[src/rtl/pattern_tx_pkg.sv]
`default_nettype none
// ============================================================================
// Module   : pattern_tx_pkg
// Brief    : Shared state encoding and default sizes for the pattern
//            serialiser.
// Revision : 1.0 - initial release
// ============================================================================
package pattern_tx_pkg;

    localparam int PT_WIDTH = 8;   // default pattern register width
    localparam int PT_LEN_W = 4;   // default width of length / repeat fields

    typedef enum logic [1:0] {
        ST_IDLE  = 2'd0,
        ST_SHIFT = 2'd1,
        ST_GAP   = 2'd2,
        ST_DONE  = 2'd3
    } pt_state_t;

endpackage : pattern_tx_pkg
`default_nettype wire

[src/rtl/pattern_tx_if.sv]
`default_nettype none
// ============================================================================
// Module   : pattern_tx_if
// Brief    : Request handshake and serial output bundle of pattern_tx.
//            master = requester/observer, slave = pattern_tx.
// Revision : 1.0 - initial release
// ============================================================================
interface pattern_tx_if #(
    parameter int WIDTH = 8,
    parameter int LEN_W = 4
) ();
    logic             in_valid;
    logic [WIDTH-1:0] in_data;
    logic [LEN_W-1:0] in_len;
    logic [LEN_W-1:0] in_rep;
    logic             in_ready;
    logic             X;
    logic             x_valid;
    logic             busy;
    logic             done;

    modport master (
        output in_valid, in_data, in_len, in_rep,
        input  in_ready, X, x_valid, busy, done
    );

    modport slave (
        input  in_valid, in_data, in_len, in_rep,
        output in_ready, X, x_valid, busy, done
    );
endinterface : pattern_tx_if
`default_nettype wire

[src/rtl/pattern_tx_shreg.sv]
`default_nettype none
// ============================================================================
// Module   : pattern_tx_shreg
// Brief    : Loadable pattern register with a bit-index down-counter.
//            next_bit_o is the pattern bit addressed by the index the counter
//            will hold after this edge, so the caller can register it into X.
// Revision : 1.0 - initial release
// ============================================================================
module pattern_tx_shreg
    import pattern_tx_pkg::*;
#(
    parameter int WIDTH = PT_WIDTH,
    parameter int LEN_W = PT_LEN_W
) (
    input  wire logic             clk,
    input  wire logic             rst_n,
    input  wire logic             load_i,     // capture data_i/len_i, index = len-1
    input  wire logic             advance_i,  // step index toward bit 0
    input  wire logic             reload_i,   // restart index at len-1 of latched pattern
    input  wire logic [WIDTH-1:0] data_i,
    input  wire logic [LEN_W-1:0] len_i,      // effective length, always 1..WIDTH
    output logic                  next_bit_o,
    output logic                  last_o      // index currently at bit 0
);

    logic [WIDTH-1:0] pattern_q, pattern_d;
    logic [LEN_W-1:0] len_q, len_d;
    logic [LEN_W-1:0] idx_q, idx_d;
    logic [WIDTH-1:0] sel_w;

    // Next-state of pattern, length and index; advance saturates at bit 0.
    always_comb begin
        pattern_d = pattern_q;
        len_d     = len_q;
        idx_d     = idx_q;
        if (load_i) begin
            pattern_d = data_i;
            len_d     = len_i;
            idx_d     = len_i - LEN_W'(1);
        end else if (reload_i) begin
            idx_d     = len_q - LEN_W'(1);
        end else if (advance_i && (idx_q != '0)) begin
            idx_d     = idx_q - LEN_W'(1);
        end
        sel_w      = pattern_d >> idx_d;
        next_bit_o = sel_w[0];
        last_o     = (idx_q == '0);
    end

    // Register update with asynchronous clear.
    always_ff @(posedge clk or negedge rst_n) begin
        if (!rst_n) begin
            pattern_q <= '0;
            len_q     <= '0;
            idx_q     <= '0;
        end else begin
            pattern_q <= pattern_d;
            len_q     <= len_d;
            idx_q     <= idx_d;
        end
    end

endmodule : pattern_tx_shreg
`default_nettype wire

[src/rtl/pattern_tx.sv]
`default_nettype none
// ============================================================================
// Module   : pattern_tx
// Brief    : Serialises the low len bits of a pattern MSB-first, repeating it
//            rep extra times with a one-cycle gap, then pulses done.
// Revision : 1.0 - initial release
// ============================================================================
module pattern_tx
    import pattern_tx_pkg::*;
#(
    parameter int WIDTH = PT_WIDTH,
    parameter int LEN_W = PT_LEN_W
) (
    input  wire logic   clk,
    input  wire logic   rst_n,
    pattern_tx_if.slave bus
);

    pt_state_t        state_q;
    logic             x_q;
    logic             xv_q;
    logic             busy_q;
    logic             done_q;
    logic             ready_q;
    logic [LEN_W-1:0] rep_q;

    logic             load_w;
    logic             advance_w;
    logic             reload_w;
    logic             next_bit_w;
    logic             last_w;
    logic [LEN_W-1:0] len_eff_w;

    // A length of 0 or one beyond the register width means the full width.
    always_comb begin
        len_eff_w = bus.in_len;
        if ((bus.in_len == '0) || (bus.in_len > LEN_W'(WIDTH)))
            len_eff_w = LEN_W'(WIDTH);
        load_w    = (state_q == ST_IDLE) && bus.in_valid;
        advance_w = (state_q == ST_SHIFT) && !last_w;
        reload_w  = (state_q == ST_SHIFT) && last_w && (rep_q != '0);
    end

    pattern_tx_shreg #(
        .WIDTH (WIDTH),
        .LEN_W (LEN_W)
    ) u_shreg (
        .clk        (clk),
        .rst_n      (rst_n),
        .load_i     (load_w),
        .advance_i  (advance_w),
        .reload_i   (reload_w),
        .data_i     (bus.in_data),
        .len_i      (len_eff_w),
        .next_bit_o (next_bit_w),
        .last_o     (last_w)
    );

    // Frame sequencing FSM; every output is a register set one edge ahead.
    always_ff @(posedge clk or negedge rst_n) begin
        if (!rst_n) begin
            state_q <= ST_IDLE;
            x_q     <= 1'b0;
            xv_q    <= 1'b0;
            busy_q  <= 1'b0;
            done_q  <= 1'b0;
            ready_q <= 1'b1;
            rep_q   <= '0;
        end else begin
            case (state_q)
                ST_IDLE: begin
                    if (bus.in_valid) begin
                        state_q <= ST_SHIFT;
                        rep_q   <= bus.in_rep;
                        x_q     <= next_bit_w;
                        xv_q    <= 1'b1;
                        busy_q  <= 1'b1;
                        ready_q <= 1'b0;
                    end
                end
                ST_SHIFT: begin
                    if (!last_w) begin
                        x_q <= next_bit_w;
                    end else if (rep_q != '0) begin
                        state_q <= ST_GAP;
                        rep_q   <= rep_q - LEN_W'(1);
                        x_q     <= 1'b0;
                        xv_q    <= 1'b0;
                    end else begin
                        state_q <= ST_DONE;
                        x_q     <= 1'b0;
                        xv_q    <= 1'b0;
                        done_q  <= 1'b1;
                    end
                end
                ST_GAP: begin
                    state_q <= ST_SHIFT;
                    x_q     <= next_bit_w;
                    xv_q    <= 1'b1;
                end
                ST_DONE: begin
                    state_q <= ST_IDLE;
                    done_q  <= 1'b0;
                    busy_q  <= 1'b0;
                    ready_q <= 1'b1;
                end
                default: state_q <= ST_IDLE;
            endcase
        end
    end

    // in_ready is held low for as long as reset is asserted.
    assign bus.in_ready = ready_q & rst_n;
    assign bus.X        = x_q;
    assign bus.x_valid  = xv_q;
    assign bus.busy     = busy_q;
    assign bus.done     = done_q;

endmodule : pattern_tx
`default_nettype wire

[src/flat_wrapper.sv]
// flat-port wrapper written by rule: the top's interface ports become plain ports
module pattern_tx_flat import pattern_tx_pkg::*;
#(
    parameter int WIDTH = PT_WIDTH,
    parameter int LEN_W = PT_LEN_W
)
  (clk, rst_n, bus_in_valid, bus_in_data, bus_in_len, bus_in_rep, bus_in_ready, bus_X, bus_x_valid, bus_busy, bus_done);
  pattern_tx_if #(.WIDTH(WIDTH), .LEN_W(LEN_W)) bus_i ();
  input  wire logic clk;
  input  wire logic rst_n;
  input wire logic [$bits(bus_i.in_valid)-1:0] bus_in_valid;
  input wire logic [$bits(bus_i.in_data)-1:0] bus_in_data;
  input wire logic [$bits(bus_i.in_len)-1:0] bus_in_len;
  input wire logic [$bits(bus_i.in_rep)-1:0] bus_in_rep;
  output wire logic [$bits(bus_i.in_ready)-1:0] bus_in_ready;
  output wire logic [$bits(bus_i.X)-1:0] bus_X;
  output wire logic [$bits(bus_i.x_valid)-1:0] bus_x_valid;
  output wire logic [$bits(bus_i.busy)-1:0] bus_busy;
  output wire logic [$bits(bus_i.done)-1:0] bus_done;
  assign bus_i.in_valid = bus_in_valid;
  assign bus_i.in_data = bus_in_data;
  assign bus_i.in_len = bus_in_len;
  assign bus_i.in_rep = bus_in_rep;
  assign bus_in_ready = bus_i.in_ready;
  assign bus_X = bus_i.X;
  assign bus_x_valid = bus_i.x_valid;
  assign bus_busy = bus_i.busy;
  assign bus_done = bus_i.done;
  pattern_tx #(.WIDTH(WIDTH), .LEN_W(LEN_W)) u_core (.clk(clk), .rst_n(rst_n), .bus(bus_i));
endmodule
[config.mk]
export PLATFORM = sky130hd
export DESIGN_NAME = pattern_tx_flat
export DESIGN_NICKNAME = d
export VERILOG_FILES = /design/src/rtl/pattern_tx_pkg.sv /design/src/rtl/pattern_tx_if.sv /design/src/rtl/pattern_tx_shreg.sv /design/src/rtl/pattern_tx.sv /design/src/flat_wrapper.sv
export SDC_FILE = /design/constraint.sdc
export NUM_CORES = 1
export LEC_CHECK = 0
export ABC_AREA = 1
export BUFFER_PORTS_ARGS = -buffer_cell sky130_fd_sc_hd__buf_2
export CAP_MARGIN = 0
export CORE_ASPECT_RATIO = 1.5
export CORE_MARGIN = 2
export CORE_UTILIZATION = 41
export DETAILED_ROUTE_END_ITERATION = 8
export PLACE_DENSITY = 0.63
export SLEW_MARGIN = 20
export SYNTH_ARGS = -nofsm -noshare
export SYNTH_HDL_FRONTEND = slang
export SYNTH_SLANG_ARGS = --single-unit
[constraint.sdc]
create_clock -name clk -period 2.93 [get_ports clk]
set_clock_uncertainty 0.1 [all_clocks]
set_input_delay 0.586 -clock clk [delete_from_list [all_inputs] [get_ports clk]]
set_output_delay 0.586 -clock clk [all_outputs]
set_load 0.03 [all_outputs]
==> summary.md, run 1 <==
| Metric | Value |
|---|---|
| Worst-margin pin slew | `357 ps` |
| TritonCTS Buffers | `3` |
| Worst reg2reg startpoint | `u_core.state_q[1]$_DFFE_PN0P_` |
| HP Class | `input port to asynchronous set/reset pin` |
| Root buffer cell | `clkbuf_8` |
| CTS sink cnt | `27` |
| Dpl cell area | `~0.0017 mm^2` |
| Worst skew pair latency | `~270 ps` |
| R2R cell count | `10` |
| Leak pwr | `just over 0.9 nW` |
| Slowest CP cell | `dfrtp_1` |
| Seq pwr share | `0.325` |
| Clock slew at reported path FFs | `approximately 100 ps` |
| CP max FO | `11` |
| Worst reg2reg endpoint | `u_core.bus.X$_DFFE_PN0P_` |
| Switching Share | `0.467` |
| Initial antenna violation count | `0` |
| Synthesized area | `between 0.0015 and 0.002 mm^2` |
| Fin util | `0.478` |
| Core Area | `between 0.003 and 0.004 mm^2` |
| Max Freq | `about 0.48 GHz` |
| Setup TNS | `0 ps` |
| Drt first pass iters | `4` |
| Status | `finished, final reports clean` |
| Beginning of the critical path | `u_core.state_q[1]$_DFFE_PN0P_` |
| Vias | `1290` |
| R2R setup slack | `about 850 ps` |
| Most common cell after layout, fill and taps aside | `nand2_1` |
| Crit path kind | `register to register` |
| CP required | `around 3000 ps` |
| GPL Wtd Cong | `about 0.86` |
| CP Cell Sequence | `nor2_1 > nand2_2 > inv_1 > nand2_1 > nand3_1 > nand3_1 > nand2_1 > nand2_1 > nand3_1 > nand2_1` |
| Max H-tree Level | `1` |
| Pins Over Slew Limit | `0` |
| Crit path time final | `just over 2000 ps` |
| Clock Path Buffers | `2` |
| Number of global-route vias before repair | `approximately 1200` |
| ANT nets after route | `0` |
| Rel. slew slack | `0.762` |
| Post-CTS Resized | `0` |
| Layout cell share with drive strength beyond 1 | `0.206` |
| Initial detailed-routing violation count | `20` |
| Die height | `79.2 um` |
| Post-synthesis instance total | `around 190` |
| Crit start category | `register` |
| Diode count | `0` |
| Clock Power Share | `0.110` |
| Critical path data arrival time | `2150 ps` |
| VDD IR-drop max | `between 0.0006 and 0.0007 V` |
| Critical Path End Type | `register` |
| Final wirelength | `3130 um` |
| YS warnings | `0` |
| PortBufs | `23` |
| Max cap viols | `0` |
| Unrepaired setup endpoints after global routing | `no` |
| Design area | `0.00174 mm^2` |
| Sequential area share after synthesis | `0.438` |
| PwrDens | `~1200 mW/mm^2` |
| Remaining DRCs | `0` |
| Area added between synthesis and finish | `13.0%` |
| Total track usage | `0.170` |
| Synth unique cells | `31` |
| Num rows | `27` |
| Final worst path period share | `0.708` |
| Most frequent cells in the layout | `nand2_1, dfrtp_1, inv_1` |
| Hold Vio Cnt, Final | `0` |
| Avg Synthesized Cell Area | `8.00 um^2` |
| Dpl hpwl | `2410 um` |
| Pint | `approximately 1.1 mW` |
| Crit-path most repeated cell | `nand2_1` |
| CP peak stage delay | `approximately 460 ps` |
| Gr ovfl total | `0` |
| Top Ports | `24` |
| Die area | `about 0.0043 mm^2` |
| DR WL/cell | `12.0 um` |
| Synthesized Nets | `between 200 and 250` |
| Die width | `~54 um` |
| Psw | `around 940 uW` |
| First-pass GRT wire length | `~5500 um` |
| CTS tree | `yes` |
| Crit path to | `u_core.bus.X$_DFFE_PN0P_` |
| Layout Nets | `242` |
| Vias per inst | `~4.9` |
| Largest net degree at the start of global routing | `28` |
| Power share of the combinational group | `0.566` |
| Starting Density | `0.423` |
| Final setup violating endpoints | `0` |
| Synthesis-stage register bit count | `27` |
| CTS Hold Bufs | `0` |
| Setup Buffers After CTS | `0` |
==> synth_stat cells (all sizes together) <==
master	instances	area (um^2)
a21oi	4	20.0
a22oi	1	12.5
buf	4	33.8
clkinv	1	3.75
dfrtp	26	651
dfstp	1	26.3
ha	4	50.1
inv	26	97.6
mux2	1	11.3
nand2	68	283
nand3	15	92.6
nand3b	1	7.51
nand4	3	18.8
nor2	10	58.8
nor3	3	15.0
o211ai	3	22.5
o21ai	15	86.3
o22ai	2	12.5
or2	1	6.26
xnor2	2	17.5
xor2	2	17.5
==> cell type report <==
class	count	area (um^2)
Clock buffer	3	41.3
Clock inverter	1	8.76
Fill cell	396	1900
Inverter	27	101
Multi-Input combinational cell	135	732
Sequential cell	27	677
Tap cell	43	53.8
Timing Repair Buffer	25	130
==> power groups by stage <==
stage               clock network (mW)  logic (mW)  registers [mW]
floorplan                            0       0.909           0.683
global placement                     0        1.14           0.658
detailed placement                   0        1.15           0.662
CTS                              0.231        1.16           0.654
global route                     0.245        1.32           0.678
finish                           0.221        1.14           0.655
==> worst min path at each step <==
stage                                     startpoint                               endpoint  slack (ps)  cells after the start
after global placement    u_core.ready_q$_DFFE_PN1P_             u_core.ready_q$_DFFE_PN1P_         350                      2
after CTS                                      rst_n  u_core.u_shreg.pattern_q[2]$_DFF_PN0_         280                      2
after floorplan                                rst_n               u_core.bus.X$_DFFE_PN0P_         190                      0
final                                          rst_n  u_core.u_shreg.pattern_q[4]$_DFF_PN0_         270                      2
after global routing                           rst_n  u_core.u_shreg.pattern_q[4]$_DFF_PN0_         280                      2
after detailed placement  u_core.ready_q$_DFFE_PN1P_             u_core.ready_q$_DFFE_PN1P_         360                      2
==> stage by stage <==
step	setup slack, ps	power [mW]	hold slack, ps	instances
after floorplan	1020	1.59	190	193
after global placement	763	1.80	354	257
after detailed placement	816	1.81	361	257
after CTS	831	2.04	277	261
after global routing	598	2.25	275	261
final	855	2.02	269	261
==> critical path, delay by kind of cell, from the launching register on <==
kind                   cells  cell delay [ps]
flip-flops                 1              460
AND/OR/NAND/NOR            9             1090
buffers and inverters      1              320
==> per-layer routing <==
| layer | global-route usage | wire length [um] |
|---|---|---|
| met5 | 0 | 0 |
| met4 | 0.0450 | 24 |
| met3 | 0.0169 | 68 |
| met2 | 0.294 | 1690 |
| met1 | 0.219 | 1350 |
==> flip-flops by register name, summed over array words and instances, names as in the netlist <==
register	flops
u_core.bus.done	1
u_core.bus.busy	1
u_core.ready_q	1
u_core.bus.X	1
u_core.u_shreg.pattern_q	8
u_core.state_q	2
u_core.u_shreg.idx_q	4
u_core.u_shreg.len_q	4
u_core.rep_q	4
u_core.bus.x_valid	1
==> cells by family after synthesis <==
kind of cell | count (synthesis) | synth area share
and+or+nand+nor | 101 | 0.312
buffers and inverters | 31 | 0.0875
DFF | 27 | 0.438
AOI/OAI and AO/OA | 25 | 0.0997
xor gates and xnor gates | 4 | 0.0227
adders and majority gates | 4 | 0.0324
muxes | 1 | 0.00729
Power figures use the tool's default switching activity.
==> inputs of run 2 (changes only) <==
Settings changed: ABC_AREA 1 to 0, PLACE_DENSITY 0.63 to 0.65.
Clock period 2.93 ns to 1.9 ns, I/O delays scaled along.
==> summary.md, run 2 <==
| Metric | Value |
|---|---|
| Die area | `0.00450 mm^2` |
| Sequential area share after synthesis | `0.416` |
| R2R setup slack | `-300 ps` |
| TritonCTS Buffers | `3` |
| Synthesized Nets | `~210` |
| Synthesized area | `around 0.0016 mm^2` |
| Critical Path End Type | `register` |
| Top-count cell post-synth | `nand2_1` |
| Worst reg2reg endpoint | `u_core.bus.X$_DFFE_PN0P_` |
| Power share of the combinational group | `0.673` |
| Pins Over Slew Limit | `0` |
| Remaining DRCs | `0` |
| Diode count | `0` |
| Design area | `approximately 0.0023 mm^2` |
| ANT nets after route | `0` |
| CTS sink cnt | `27` |
| Psw | `around 1.8 mW` |
| CP max FO | `4` |
| Number of global-route vias before repair | `1554` |
| Area added between synthesis and finish | `41.0%` |
| YS warnings | `0` |
| Avg Synthesized Cell Area | `approximately 8.6 um^2` |
| GPL Wtd Cong | `0.936` |
| Dpl hpwl | `roughly 3000 um` |
| Status | `finished, violations left` |
| Worst Slack Setup Final | `-301 ps` |
| Vias | `1589` |
| Crit path kind | `register to register` |
| Synth area leader | `dfrtp_1` |
| Seq pwr share | `0.248` |
| PortBufs | `23` |
| Num rows | `28` |
| Synthesis-stage register bit count | `27` |
| Largest net degree at the start of global routing | `28` |
| Switching Share | `0.422` |
| Synth top cells by count | `nand2_1, dfrtp_1, nor2_1` |
| Post-synthesis instance total | `190` |
| CP required | `1950 ps` |
| Gr ovfl total | `0` |
| Drt first pass iters | `4` |
| Most used flip-flop cell after synthesis | `dfrtp_1` |
| Layout Nets | `280` |
| Multi-input combinational cell area | `997 um^2` |
| Initial antenna violation count | `0` |
| Non-filler instance count after layout | `about 300` |
| Final setup violating endpoints | `3` |
| Worst-margin pin slew | `333 ps` |
| CTS tree | `yes` |
| PwrDens | `roughly 1800 mW/mm^2` |
| Clock slew at reported path FFs | `about 90 ps` |
| Layout cell share with drive strength beyond 1 | `0.434` |
| Starting Density | `0.419` |
| Max cap viols | `0` |
| Failing checks | `setup timing` |
| Total track usage | `0.191` |
| Final wirelength | `between 4000 and 5000 um` |
| R2R cell count | `9` |
| Unrepaired setup endpoints after global routing | `yes` |
| Storage cell area | `just under 700 um^2` |
| DR WL/cell | `around 14 um` |
| Most common cell after layout, fill and taps aside | `buf_4` |
| VDD IR-drop max | `just over 0.0009 V` |
| Pint | `approximately 2.4 mW` |
| Total power | `4.15 mW` |
| First-pass GRT wire length | `just under 7000 um` |
| Core Area | `0.00389 mm^2` |
| Max H-tree Level | `1` |
| Top Ports | `24` |
| Die height | `between 80 and 90 um` |
| Final hold slack | `4.00 ps` |
| Crit start category | `register` |
| Initial detailed-routing violation count | `23` |
| Most frequent cells in the layout | `buf_4, nand2_1, dfrtp_1` |
| Placed cells | `~290` |
| Largest register FFs | `8` |
| Worst skew pair latency | `roughly 270 ps` |
| Main area contributors after synthesis | `dfrtp_1, nand2_1, nor2_1` |
| Rel. slew slack | `0.776` |
| Fraction of registers with async set/reset | `1.00` |
| Max Freq | `between 0.4 and 0.5 GHz` |
| Crit path time final | `about 2200 ps` |
| Clock Power Share | `0.079` |
| Biggest register | `u_core.u_shreg.pattern_q` |
| Dpl cell area | `roughly 0.0021 mm^2` |
| Final worst path period share | `1.16` |
| Vias per inst | `5.28` |
| Root buffer cell | `clkbuf_8` |
| Leak pwr | `roughly 1.1 nW` |
| Setup TNS | `-398 ps` |
| Layout fillers | `between 300 and 400` |
| Clock Path Buffers | `2` |
| Synth unique cells | `46` |
| Worst reg2reg startpoint | `u_core.rep_q[0]$_DFFE_PN0P_` |
| Yosys top cell area share | `0.400` |
| Die width | `around 55 um` |
| HP Class | `input port to asynchronous set/reset pin` |
| Critical path data arrival time | `about 2300 ps` |
| Hold Vio Cnt, Final | `0` |
| Number of synthesized flops with an enable pin | `0` |
[run 2: area by class of cell]
cell class / count / area share
sequential: 27 / 0.295
tap: 45 / 0.0245
inverter: 12 / 0.0196
multi-input combinational: 143 / 0.434
timing repair buffer: 70 / 0.207
clock buffer: 4 / 0.0196
[run 2: through the flow]
| step | setup slack, ps | util |
|---|---|---|
| 6_report | -301 | 0.590 |
| 5_1_grt | -410 | 0.590 |
| 4_1_cts | -311 | 0.579 |
| 3_5_place_dp | -305 | 0.542 |
| 3_3_place_gp | -243 | 0.542 |
| 2_1_floorplan | -206 | - |
[run 2: power by group through the flow]
stage | logic, mW | registers [mW] | clock network (mW)
3_3_place_gp | 2.37 | 1.02 | 0
2_1_floorplan | 1.43 | 1.11 | 0
5_1_grt | 3.08 | 1.07 | 0.362
6_report | 2.79 | 1.03 | 0.326
4_1_cts | 2.65 | 1.02 | 0.335
3_5_place_dp | 2.40 | 1.03 | 0
[run 2: critical path, stage by stage (launching register included)]
cell,delay [ps]
dfrtp_1,390
inv_2,70
ha_4,140
or3b_4,380
a21oi_2,160
o31ai_2,90
o21ai_2,140
mux2_4,340
o2111ai_2,170
nand4_1,90
[run 2: layer usage]
layer | GRT usage | part of all wire | up-vias
met3 | 0.0223 | 0.024 | 10
met5 | 0 | 0 | -
met1 | 0.208 | 0.41 | 760
met2 | 0.363 | 0.54 | 29
li1 | - | - | 790
met4 | 0.0976 | 0.029 | 0
[run 2: cells by family (layout without fill, tap and decap cells)]
| group | count (synthesis) | after routing | synth area share |
|---|---|---|---|
| simple gates | 84 | 85 | 0.255 |
| compound gates | 46 | 46 | 0.188 |
| flops | 27 | 27 | 0.416 |
| buf+inv | 21 | 86 | 0.0592 |
| fa+ha+maj | 4 | 4 | 0.0307 |
| xor+xnor | 4 | 4 | 0.0215 |
| mux | 4 | 4 | 0.0292 |
[run 2: worst max path at each step]
stage                                                  from                       end  slack, ps  cells after the start
after floorplan           u_core.u_shreg.idx_q[0]$_DFF_PN0_  u_core.bus.X$_DFFE_PN0P_       -210                     10
after global placement          u_core.rep_q[0]$_DFFE_PN0P_  u_core.bus.X$_DFFE_PN0P_       -240                     10
after detailed placement        u_core.rep_q[1]$_DFFE_PN0P_  u_core.bus.X$_DFFE_PN0P_       -300                      9
after CTS                       u_core.rep_q[1]$_DFFE_PN0P_  u_core.bus.X$_DFFE_PN0P_       -310                      9
after global routing            u_core.rep_q[0]$_DFFE_PN0P_  u_core.bus.X$_DFFE_PN0P_       -410                      9
final                           u_core.rep_q[0]$_DFFE_PN0P_  u_core.bus.X$_DFFE_PN0P_       -300                      9
[run 2: repair_timing]
action,CTS,global route
cloned,1,0
resized for setup,19,12
setup endpoints to repair,7,7
pin swaps,5,6
setup buffers,4,2
hold buffers,0,0
